### config.mk
export PLATFORM = sky130hd
export DESIGN_NAME = fetch_stage
export DESIGN_NICKNAME = d
export VERILOG_FILES = /design/src/rtl/fetch_stage.sv
export SDC_FILE = /design/constraint.sdc
export NUM_CORES = 1
export LEC_CHECK = 0
export ABC_CLOCK_PERIOD_IN_PS = 4150
export CORE_AREA = 2 2 105 107
export DETAILED_ROUTE_END_ITERATION = 10
export DIE_AREA = 0 0 107 109
export PLACE_DENSITY = 0.85
export SLEW_MARGIN = 25
export SYNTH_ARGS = -nofsm -noshare
export SYNTH_HDL_FRONTEND = slang
export SYNTH_SLANG_ARGS = --single-unit
export TNS_END_PERCENT = 50
### constraint.sdc
create_clock -name clk -period 4.15 [get_ports clk]
set_input_delay 1.0375 -clock clk [delete_from_list [all_inputs] [get_ports clk]]
set_output_delay 1.0375 -clock clk [all_outputs]
set_load 0.01 [all_outputs]
### src/rtl/fetch_stage.sv
// Instruction fetch stage: PC register, IF/ID pipeline register and a RUN/HALT FSM
// driving a zero-latency instruction memory.
module fetch_stage #(
    parameter logic [31:0] RESET_PC   = 32'h0000_0000,
    parameter int          IMEM_WORDS = 64
) (
    input  logic        clk,
    input  logic        rst,
    input  logic        stall,
    input  logic        redirect,
    input  logic [31:0] redirect_pc,
    input  logic [31:0] imem_data,
    output logic [5:0]  imem_addr,
    output logic [31:0] if_id_pc,
    output logic [31:0] if_id_pc4,
    output logic [31:0] if_id_inst,
    output logic        if_id_valid,
    output logic        halted,
    output logic        fault,
    output logic [15:0] fetch_count
);
    localparam logic [31:0] NOP      = 32'h0000_0013;
    localparam logic [31:0] ECALL    = 32'h0000_0073;
    localparam logic [31:0] EBREAK   = 32'h0010_0073;
    localparam logic [31:0] PC_LIMIT = 32'(IMEM_WORDS) << 2;

    typedef enum logic {RUN, HALT} state_t;

    state_t      state_q, state_d;
    logic [31:0] pc_q, pc_d;
    logic [31:0] if_id_pc_q, if_id_pc_d;
    logic [31:0] if_id_inst_q, if_id_inst_d;
    logic        if_id_valid_q, if_id_valid_d;
    logic        fault_q, fault_d;
    logic [15:0] fetch_count_q, fetch_count_d;
    logic        pc_legal;

    assign pc_legal = (pc_q[1:0] == 2'b00) && (pc_q < PC_LIMIT);

    always_comb begin
        state_d       = state_q;
        pc_d          = pc_q;
        if_id_pc_d    = if_id_pc_q;
        if_id_inst_d  = if_id_inst_q;
        if_id_valid_d = if_id_valid_q;
        fault_d       = fault_q;
        fetch_count_d = fetch_count_q;
        // Redirect beats stall and halt; the target is only checked when fetched.
        if (redirect) begin
            pc_d          = redirect_pc;
            if_id_inst_d  = NOP;
            if_id_valid_d = 1'b0;
            state_d       = RUN;
        end else if (!stall) begin
            if (state_q == HALT) begin
                if_id_inst_d  = NOP;
                if_id_valid_d = 1'b0;
            end else if (!pc_legal) begin
                fault_d       = 1'b1;
                if_id_inst_d  = NOP;
                if_id_valid_d = 1'b0;
                state_d       = HALT;
            end else begin
                if_id_inst_d  = imem_data;
                if_id_pc_d    = pc_q;
                if_id_valid_d = 1'b1;
                if (fetch_count_q != 16'hFFFF)
                    fetch_count_d = fetch_count_q + 16'd1;
                // ECALL/EBREAK is delivered, then the PC parks on it.
                if (imem_data == ECALL || imem_data == EBREAK)
                    state_d = HALT;
                else
                    pc_d = pc_q + 32'd4;
            end
        end
    end

    always_ff @(posedge clk) begin
        if (rst) begin
            state_q       <= RUN;
            pc_q          <= RESET_PC;
            if_id_pc_q    <= 32'd0;
            if_id_inst_q  <= NOP;
            if_id_valid_q <= 1'b0;
            fault_q       <= 1'b0;
            fetch_count_q <= 16'd0;
        end else begin
            state_q       <= state_d;
            pc_q          <= pc_d;
            if_id_pc_q    <= if_id_pc_d;
            if_id_inst_q  <= if_id_inst_d;
            if_id_valid_q <= if_id_valid_d;
            fault_q       <= fault_d;
            fetch_count_q <= fetch_count_d;
        end
    end

    assign imem_addr   = pc_q[7:2];
    assign if_id_pc    = if_id_pc_q;
    assign if_id_pc4   = if_id_pc_q + 32'd4;
    assign if_id_inst  = if_id_inst_q;
    assign if_id_valid = if_id_valid_q;
    assign halted      = (state_q == HALT);
    assign fault       = fault_q;
    assign fetch_count = fetch_count_q;
endmodule

# After elaboration in Yosys (flattened, before gate mapping)
# Index checks and enable logic that the tools add are counted.
dict set report word_totals {
  regBits 115
  in_bits 68
  out_inout_bits 121
  elab_cells 42
}
dict set report op_classes {
  addsub 3
  order_cmp 1
  n_eq_ne 6
  n_mux 12
  n_bitwise 4
  reduce_logical 9
}
# operator n
set op_table {}
lappend op_table {{$mux 32} 7}
lappend op_table {{$add 32x3->32 const B} 2}
lappend op_table {{$eq 32x21->1 const B} 1}
lappend op_table {{$eq 32x7->1 const B} 1}
lappend op_table {{$lt 32x9->1 const B} 1}
lappend op_table {{$add 16x1->16 const B} 1}
lappend op_table {{$ne 16x16->1 const B} 1}
lappend op_table {{$reduce_and 4->1} 3}
lappend op_table {{$mux 1} 5}
lappend op_table {{$reduce_and 5->1} 1}
lappend op_table {{$ne 2x2->1 const B} 2}
lappend op_table {{$not 1->1} 4}
lappend op_table {{$logic_not 2->1} 1}
lappend op_table {{$ne 2x1->1 const B} 1}
lappend op_table {{$reduce_bool 2->1} 1}
lappend op_table {{$reduce_or 2->1} 1}
lappend op_table {{$logic_and 1x1->1} 1}
lappend op_table {{$logic_or 1x1->1} 1}

# Depth between registers and ports, before layout
dict set report depth {
  word_depth 7
  mapped_depth 8
  mapped_depth_nobuf 6
}

# Least setup slack after synthesis
# No wires, ideal clock.
dict set report synth_timing {
  kind {reg-to-output}
  from {register if_id_pc_q[2], in the netlist if_id_pc[2]}
  to {output port if_id_pc4[26]}
  t_arrival_ns 1.845
  t_required_ns 3.113
  setup_slack_ns 1.268
  path_stages_with_launch 8
  path_buffers 1
  cell_sequence {dfxtp_1 -> ha_1 -> nand2_1 -> or4_1 -> clkbuf_1 -> nor3_2 -> nand3_1 -> xnor2_1}
}
dict set report synth_via {
  elab_chain_cells 1
}
# element line_no
set synth_lines {}
lappend synth_lines {{start: declaration} 31} ;# logic [31:0] if_id_pc_q, if_id_pc_d;
lappend synth_lines {{start signal: assignment} 90} ;# if_id_pc_q <= if_id_pc_d;
lappend synth_lines {{$add 32x3->32} 100} ;# assign if_id_pc4 = if_id_pc_q + 32'd4;
lappend synth_lines {{end: declaration} 15} ;# output logic [31:0] if_id_pc4,
# Every way passes these cells.

# Worst setup path after layout
dict set report layout_timing {
  from {register if_id_pc_q[2], in the netlist if_id_pc[2]}
  to {output port if_id_pc4[28]}
}
# The elaborated chain is that of the path after synthesis.

==> qor.csv <==
metric,value,unit
status,completed,
worstPathCellList,ha_1 -> nand2_1 -> or4_4 -> nor3_4 -> nand3_1 -> xnor2_1 -> clkdlybuf4s50_1,
timing.rr.end,fetch_count[8],
reg2reg_slack,1.85,ns
yosysTopAreaCellShare,0.462,
synth.distinct_cells,52,
cts_buffers,17,
drt_iter0_drc,181,
slowest_stage,clkdlybuf4s50_1,
yosys_register_bits,115,
drt_first_pass_iters,5,
synthFlopType,dfxtp_1,
drc,0,
start_util,0.470,
drtAntennaViolNets,0,
track_usage,0.231,
final_cell_mix,"clkdlybuf4s50_1 (187), dfxtp_1 (115), nor2_1 (78), nand2_1 (30), a22oi_1 (29)",
grt_max_degree,45,
syn_nets,626,
drive_gt1_frac,0.0678,
dp_hpwl,10.1,mm
synth_area_leader_cell,dfxtp_1,
rsz0062_at_grt,no,
synth.avg_cell_area,8.98,um2
cts_max_path_buffers,2,
routed_wl,13.9,mm
tns,0,ns
finalPower,2.67,mW
multi_input_comb_area,2430,um2
cts.clk_slew.worst_paths,0.06,ns
relSlewSlack,0.502,
grt_pass1_wl,21.6,mm
irDropWorstVdd,0.000260,V
synth_area_leaders,"dfxtp_1 (46%), nor2_1 (6.0%), mux2i_1 (4.4%), a22oi_1 (4.4%), and2_1 (3.4%)",
areaGrowthSynthToFinish,49.3,%
crit_start,if_id_pc[2],
die_w,107,um
startpoint_type,register,
tightest_slew,0.747,ns
fmax,260,MHz
ys_async_sr_fraction,0,
yosysSeqAreaShare,0.462,
postSynthCellCount,555,
pre_cts_ws,0.654,ns
slew_violations,0,
final_common_cell,clkdlybuf4s50_1,
crit_path_max_incr_delay,0.55,ns
grt_pass1_vias,4591,
timing.final.crit_share,0.925,
layout_setup_ws,0.311,ns
regToRegStartpoint,pc_q[28],
worstSkewPairLatency,0.49,ns
timing.final.setup_violations,0,
holdWs,0.467,ns
finalWeightedCongestion,0.846,
htreeDepth,4,
reg2reg_depth,5,
crit_required,3.11,ns
io_pins,189,
final_hold_viol_count,0,
yosysWarnings,0,
diodes,0,
via_per_inst,5.45,
grt.overflow.total,0,
crit_path_max_fanout,7,
critPathKind,reg -> out,
final_util,0.702,
tritoncts,done,
syn_area,4980,um2
crit_end,if_id_pc4[28],
arrival,2.80,ns
port_buffers,188,
fillers,825,
dr_total_vias,4782,
crit_path_end_kind,primary output,
die-area,11700,um2
p_leak,2.70,nW
post-cts-setup-buffer-count,0,
core,10600,um2
cts_sinks,115,
wl_per_cell,15.9,um
placementRows,38,
final-seq-area,2300,um2
die_h,109,um
final_nets,797,
root_buffer,clkbuf_8,
fin_crit,3.84,ns
synth_edf_count,0,
antenna_found_initial,0,
power_density,359,nW/um2
timing.max_cap.violations,0,
hp-class,reg -> reg,
fin_worst_skew,0.0161,ns
[routing by layer]
layer  track usage  part of all wire  vias to the layer above
met4         0.112             0.022                        0
met2         0.403              0.50                      185
met1         0.269              0.42                     2262
met5             0                 0                        -
li1              -                 -                     2313
met3        0.0502             0.060                       22
[area by class of cell]
class / count / share of cell area
multi-input combinational: 385 / 0.327
sequential: 115 / 0.309
timing repair buffer: 195 / 0.260
clock buffer: 20 / 0.0599
tap: 140 / 0.0235
clock inverter: 10 / 0.0148
inverter: 12 / 0.00605
[registers in the layout, summed over array words and instances, names as in the netlist]
register     count
fault            1
fetch_count     16
halted           1
if_id_inst      32
if_id_pc        32
if_id_valid      1
pc_q            32
[report_power, final]
group	total (mW)	internal, mW	switching, mW
logic	0.173	0.0958	0.0771
clock network	1.35	0.873	0.481
registers	1.14	1.13	0.0167
[worst min path at each step]
stage / cells past startpoint / slack (ns) / endpoint / start
3_3_place_gp: 2 / 0.46 / if_id_valid / if_id_valid
5_1_grt: 2 / 0.51 / if_id_valid / if_id_valid
6_report: 2 / 0.47 / if_id_valid / if_id_valid
2_1_floorplan: 2 / 0.46 / pc_q[11] / pc_q[11]
4_1_cts: 2 / 0.47 / if_id_valid / if_id_valid
3_5_place_dp: 2 / 0.46 / if_id_valid / if_id_valid
[kinds of logic (layout without fill, tap and decap cells)]
family | after synthesis | in the layout | share of synthesized area
flops | 115 | 115 | 0.462
simple gates | 242 | 242 | 0.256
mux | 25 | 25 | 0.0510
fa+ha+maj | 3 | 3 | 0.00753
buf+inv | 55 | 237 | 0.0530
compound gates | 86 | 86 | 0.119
xor+xnor | 29 | 29 | 0.0510
[cells in the mapped netlist, types with 2 or more instances]
library cell and count:
nand4_1 15, xor2_1 10, o22ai_1 3, dfxtp_1 115
o31ai_1 8, or3_1 7, a31oi_1 2, and4_1 5
or4_1 9, a211oi_1 3, xnor2_1 19, buf_4 11
a311oi_1 4, mux2i_1 22, nor2b_1 4, a21o_1 2
a221oi_1 4, nor3_1 6, and2_1 27, buf_2 7
ha_1 3, nand3b_1 2, nor2_1 79, o21ai_0 5
clkbuf_1 23, inv_1 12, a21oi_1 18, and3_1 8
a22oi_1 29, nand2_1 30, or2_2 2, nor4_1 15
nand3_1 25, mux2_2 3
[through the flow]
stage                     instance area [um2]  cells
after global routing                     7440    877
after floorplan                          4980    555
after CTS                                7420    876
after global placement                   6860    846
after detailed placement                 6860    846
final                                    7440    877
[worst max-delay path: cells and delay by family, from the launching register on]
| kind | cells | cell delay (ns) |
|---|---|---|
| XOR/XNOR | 1 | 0.14 |
| adder cells (fa/ha/maj) | 1 | 0.27 |
| flip-flops | 1 | 0.43 |
| buffers and inverters | 1 | 0.55 |
| AND/OR/NAND/NOR | 4 | 0.92 |
[what timing repair did]
action	4_1_cts	5_1_grt
hold buffers	0	0
setup endpoints to repair	0	2
resized for setup	0	2
Note: power is estimated with default switching activity, not from simulation.
